==> config.mk <==
export PLATFORM = sky130hd
export DESIGN_NAME = regfile_mp
export DESIGN_NICKNAME = d
export VERILOG_FILES = /design/src/rtl/regfile_mp.sv
export SDC_FILE = /design/constraint.sdc
export NUM_CORES = 2
export LEC_CHECK = 0
export CAP_MARGIN = 5
export CORE_MARGIN = 4
export CORE_UTILIZATION = 40
export CTS_CLUSTER_SIZE = 25
export DETAILED_ROUTE_END_ITERATION = 10
export GPL_ROUTABILITY_DRIVEN = 0
export GPL_TIMING_DRIVEN = 1
export HOLD_SLACK_MARGIN = 0.12
export SKIP_CTS_REPAIR_TIMING = 1
export SYNTH_ARGS = -nofsm -noshare
export SYNTH_HDL_FRONTEND = slang
export SYNTH_SLANG_ARGS = --single-unit
==> constraint.sdc <==
create_clock -name clk -period 5.8 [get_ports clk]
set_input_delay 1.16 -clock clk [delete_from_list [all_inputs] [get_ports clk]]
set_output_delay 1.16 -clock clk [all_outputs]
set_load 0.1 [all_outputs]
==> src/rtl/regfile_mp.sv <==
// regfile_mp: multi-port register file with dual write ports, optional same-cycle
// bypass and a per-register load-pending scoreboard.
module regfile_mp #(
  parameter int XLEN = 32,
  parameter int NREG = 32,
  parameter int NRD = 2,
  parameter bit ZERO_REG = 1'b1,
  parameter bit BYPASS = 1'b1,
  localparam int AW = $clog2(NREG)
) (
  input  logic              clk,
  input  logic              rst_n,
  input  logic [NRD*AW-1:0] ra,
  output logic [NRD*XLEN-1:0] rd,
  output logic [NRD-1:0]    rpend,
  input  logic              we0,
  input  logic [AW-1:0]     wa0,
  input  logic [XLEN-1:0]   wd0,
  input  logic              we1,
  input  logic [AW-1:0]     wa1,
  input  logic [XLEN-1:0]   wd1,
  input  logic              iss_en,
  input  logic [AW-1:0]     iss_addr,
  output logic              any_pend
);
  logic [XLEN-1:0] rf [NREG];
  logic [NREG-1:0] pend, pend_nxt, set_m, clr_m;
  logic w0, w1;
  assign w0 = we0 && !(ZERO_REG && wa0 == '0);
  assign w1 = we1 && !(ZERO_REG && wa1 == '0);
  // set applied after clear so back-to-back loads to one register stay pending
  always_comb begin
    set_m = '0;
    clr_m = '0;
    set_m[iss_addr] = iss_en && !(ZERO_REG && iss_addr == '0);
    clr_m[wa1] = we1;
    pend_nxt = (pend & ~clr_m) | set_m;
  end
  always_ff @(posedge clk or negedge rst_n)
    if (!rst_n) begin
      for (int i = 0; i < NREG; i++) rf[i] <= '0;
      pend <= '0;
    end else begin
      if (w0) rf[wa0] <= wd0;
      if (w1) rf[wa1] <= wd1;
      pend <= pend_nxt;
    end
  assign any_pend = |pend;
  for (genvar g = 0; g < NRD; g++) begin : g_rd
    logic [AW-1:0] a;
    logic z, b0, b1;
    assign a = ra[g*AW +: AW];
    assign z = ZERO_REG && a == '0;
    assign b1 = BYPASS && we1 && wa1 == a;
    assign b0 = BYPASS && we0 && wa0 == a;
    assign rd[g*XLEN +: XLEN] = (!rst_n || z) ? '0 : b1 ? wd1 : b0 ? wd0 : rf[a];
    assign rpend[g] = rst_n && !b1 && pend[a];
  end
endmodule

## Word level (Yosys, flattened, before mapping)

Index checks and enable logic that the tools add are counted.

- Input port bits: 94
- Word-level logic and storage cells: 115
- Output and inout bits: 67
- Register bits: 1056

- Mux-type cells: 28
- Reduce and logical (&&, ||, !) cells: 29
- Bitwise operators: 9
- Equal/unequal tests: 4
- Order comparisons: 12

Operators with widths:

| kind | count |
|---|---|
| $bwmux 1024 | 2 |
| $mux 1024 | 2 |
| $mux 32 | 12 |
| $bmux 32 s5 | 2 |
| $demux 32 s5 | 2 |
| $and 32x32->32 | 3 |
| $not 32->32 | 1 |
| $or 32x32->32 | 1 |
| $reduce_or 32->1 | 1 |
| $logic_not 5->1 | 5 |
| $ge 6x6->1 const B | 4 |
| $lt 5x6->1 const B | 4 |
| $not 5->6 | 4 |
| $eq 5x5->1 | 4 |
| $logic_and 1x1->1 | 15 |
| $lt 6x1->1 const B | 2 |
| $bmux 1 s5 | 2 |
| $demux 1 s5 | 2 |
| $ge 5x1->1 const B | 2 |
| $logic_not 1->1 | 6 |
| $mux 1 | 4 |
| $logic_or 1x1->1 | 2 |

## Longest topological paths before layout

- Word-level depth: 9
- Depth in mapped cells: 9
- Mapped depth without buffers: 5

## Worst setup path after synthesis

OpenSTA, ideal clock, no wires.

- Path type: in2out
- Start: input port ra[5]
- End: output port rd[53]
- Cell stages on the path: 9
- Path buffers: 4
- Slack: 0.563 ns
- Data arrival time: 4.077 ns
- Required time: 4.640 ns
- Path through: buf_2 -> buf_2 -> buf_2 -> nand4_1 -> buf_2 -> o22ai_1 -> nor4_1 -> nand4_1 -> a21oi_1

- Word-level cells in the longest chain between the ends: 7
- Elaborated cells on any way between the ends: 13
- Classes of those cells: eq/ne (2); mux (6); bitwise (1); reduce/logical (4)

RTL lines:

| element | RTL line | source |
|---|---|---|
| from (decl) | 13 | `input logic [NRD*AW-1:0] ra,` |
| $not 5->6 (implied by the code) | 56 | `assign rd[g*XLEN +: XLEN] = (!rst_n \|\| z) ? '0 : b1 ? wd1 : b0 ? wd0 : rf[a];` |
| $bmux 32 s5 | 56 |  |
| $mux 32 (implied by the code) (2 in a row) | 56 |  |
| $mux 32 (2 in a row) | 56 |  |
| $mux 32 * | 56 |  |
| to (decl) | 14 | `output logic [NRD*XLEN-1:0] rd,` |

Every way passes the cells marked *; elsewhere a longest branch is shown, timed or not. The select of a mux whose other input is x is not followed.

## Worst setup path in the final report

- Start: input port ra[1]
- End: output port rd[0]

The elaborated chain is that of the path after synthesis.

==> impl_metrics.yaml <==
run_status:
  status: "completed"
clock_tree:
  clock_sinks: 1056
  clkTransAtPathRegs_ns: 0.06
  cts_tree: "yes"
  cts_buffers: 116
  htreeDepth: 3
  root_buffer: "clkbuf_16"
  clock_latency_ns: 0.77
  clock_path_buffers: 3
cells_and_area:
  syn_to_final_growth_pct: 13.0
  drive_above_1_share_pct: 17.7
  nNetsFinal: 6562
worst_setup_path:
  reg2reg_depth: 2
  cp_max_fo: 34
  critPathBufInv: 4
  critPathTopFamily: "compound AO/OA/AOI/OAI gates"
  setup.worst_path.start_class: "input pin"
  endpoint_kind: "primary output"
  arrival_ns: 4.48
  path_class: "in -> out"
  cp_cell_sequence: "buf_4 > nand2b_4 > buf_12 > o221ai_1 > o22ai_1 > a2111oi_0 > buf_4 > a2111o_1 > buf_12"
  reg2reg_to: "rf[958]"
  crit_path_top_delay_cell: "a2111oi_0"
  critical_path.reg2reg.startpoint: "rf[958]"
  ff2ff_setup_slack_ns: 4.95
  slowest_delay_ns: 0.80
  required_ns: 4.64
logic_synthesis:
  netlist_instances: 6792
  synth-compound-area-share_pct: 14.0
  ys_ff_latch: 1056
  syn-num-nets: 6886
  synth_area_leaders: "dfrtp_1 (39%), mux2i_1 (19%), mux4_2 (8.3%)"
  synthMuxAreaShare_pct: 32.0
  ys_warn_count: 0
  synthSimpleGateAreaFrac_pct: 9.03
  synth_adder_area_share_pct: 0
  synth_most_common_cell: "mux2i_1"
  synth_top_family_by_area: "multiplexers"
  netlist_area_sq_mm: 0.0673
  synthArstFlopShare_pct: 100
  netlist_top_cells_count: "mux2i_1 (1280), dfrtp_1 (1056), nand2_1 (630), clkbuf_1 (570), nor2_1 (557)"
  synth_top_area_cell: "dfrtp_1"
  synth_top_area_share_pct: 39.3
  synth_flop_cell: "dfrtp_1"
  synth-xor-area-share_pct: 0.260
  synth_edf_count: 0
  syn_area_per_cell_sq_um: 9.90
  synth_cell_types: 67
  ys_seq_area_share_pct: 39.3
sta:
  drv_slew: 0
  finalHoldViolations: 0
  worst_pin_slew_ns: 1.25
  fmax_mhz: 177
  fin_crit_sh_pct: 97.3
  fin_tns_setup_ns: 0
  rsz0062_at_grt: "no"
  slew-limit-headroom_pct: 16.8
  setup_viol: 0
  finalCriticalPeriod_ns: 5.64
  fin_worst_skew_ns: 0
power_and_ir_drop:
  power.density_mw_per_mm2: 341
  seqPwrFrac_pct: 42.1
  p_sw_uw: 8590
  p_sw_share_pct: 33.1
  p_clk_share_pct: 31.3
  combPwrFrac_pct: 26.6
  power.leakage_uw: 0.0325
  ir_drop_mv: 0.255
  power_uw: 25900
  intPower_uw: 17300
placement:
  portBuffers: 160
  dp_hpwl_mm: 167
detailed_routing:
  drt-initial-drc-count: 7973
  via_count: 56700
  wirelength_mm: 278
  route.detailed.drc: 0
  viasPerCell: 6.46
  wl_per_cell_um: 31.6
  ant_nets: 0
  first_pass_iters: 8
die:
  dieArea_sq_mm: 0.175
  die_w_um: 418
  die_h_um: 418
  core_area_sq_mm: 0.167
  row_count: 150
  io-pin-count: 161
  start_util_pct: 40.2
hold_path:
  hold_path.class: "reg -> reg"
  hp-start: "rf[1019]"
  min_path_cells: 0
  hold_end: "rf[1019]"
grt:
  grt_use_met3_pct: 6.93
  grt.total_usage_pct: 30.9
  met2_usage_pct: 47.6
  use_met1_pct: 39.5
  grt_pass1_vias: 55200
  overflow: 0
  grt_antenna_before_repair: 9
  grt_start_max_net_pins: 167
  grt_pass1_wl_mm: 400
  busiest_layer: "met2"
run:
  drv_cap: 0
==> stage by stage <==
step	hold WS (ns)	setup WS (ns)	util [%]	cells	area, sq um
3_3_place_gp	0.382	0.0844	43.0	8554	71900
5_1_grt	0.411	0.241	45.4	8774	76000
3_5_place_dp	0.385	0.309	43.0	8554	71900
4_1_cts	0.399	0.292	45.4	8768	76000
2_1_floorplan	0.441	0.563	-	6792	67300
6_report	0.398	0.156	45.4	8775	76000
==> kinds of logic (layout without fill, tap and decap cells) <==
group / after synthesis / in the layout
AND/OR/NAND/NOR: 1445 / 1445
AO/OA/AOI/OAI: 1583 / 1583
XOR/XNOR: 20 / 20
flip-flops: 1056 / 1056
buffers and inverters: 886 / 658
multiplexers: 1802 / 1802
other: 0 / 7
==> cells in the final DEF (no fill, tap or decap), types with 36 or more instances in the layout <==
master and instances:
mux2i_1 1280, dfrtp_1 1056, nand2_1 603, a21oi_1 544, nor2_1 526, o21ai_0 462, mux2_2 273, mux4_2 247
buf_4 229, o22ai_1 136, a22oi_1 126, clkbuf_16 116, buf_12 112, clkdlybuf4s50_1 86, o221ai_1 62, a22o_1 51
o21ai_1 50, nand4_1 39, nand3_1 38, nor3_1 37, and3_1 36
==> power groups by stage <==
stage / sequential [uW] / combinational (uW) / clock (uW)
after floorplan: 10300 / 5040 / 0
after global placement: 10800 / 6690 / 0
after detailed placement: 10900 / 6830 / 0
after CTS: 10800 / 6840 / 8160
after global routing: 11100 / 7440 / 8450
final: 10900 / 6900 / 8100
==> area by class of cell <==
type                            count  area [sq um]
Antenna cell                        7          17.5
Clock buffer                      155          3260
Clock inverter                     59           798
Fill cell                       15400         91200
Inverter                           11          41.3
Multi-Input combinational cell   4850         37800
Sequential cell                  1056         26400
Tap cell                         2204          2760
Timing Repair Buffer              433          4900
==> worst max-delay path by stage <==
| stage | start | to | slack, ns | depth (start not counted) |
|---|---|---|---|---|
| after global routing | ra[1] | rd[0] | 0.24 | 9 |
| after floorplan | ra[5] | rd[53] | 0.56 | 9 |
| after CTS | ra[1] | rd[0] | 0.29 | 9 |
| final | ra[1] | rd[0] | 0.16 | 9 |
| after detailed placement | ra[1] | rd[0] | 0.31 | 9 |
| after global placement | ra[1] | rd[0] | 0.08 | 9 |
==> layer usage <==
metal | vias up | share of wire (%)
met3 | 912 | 9.4
met1 | 28100 | 38
met4 | 6 | 7.4
met2 | 3511 | 45
met5 | - | 0.018
li1 | 24100 | -
==> sequential cells by signal, summed over array words and instances, names as in the netlist <==
name,flops
pend,32
rf,1024
(Power assumes the default switching activity.)
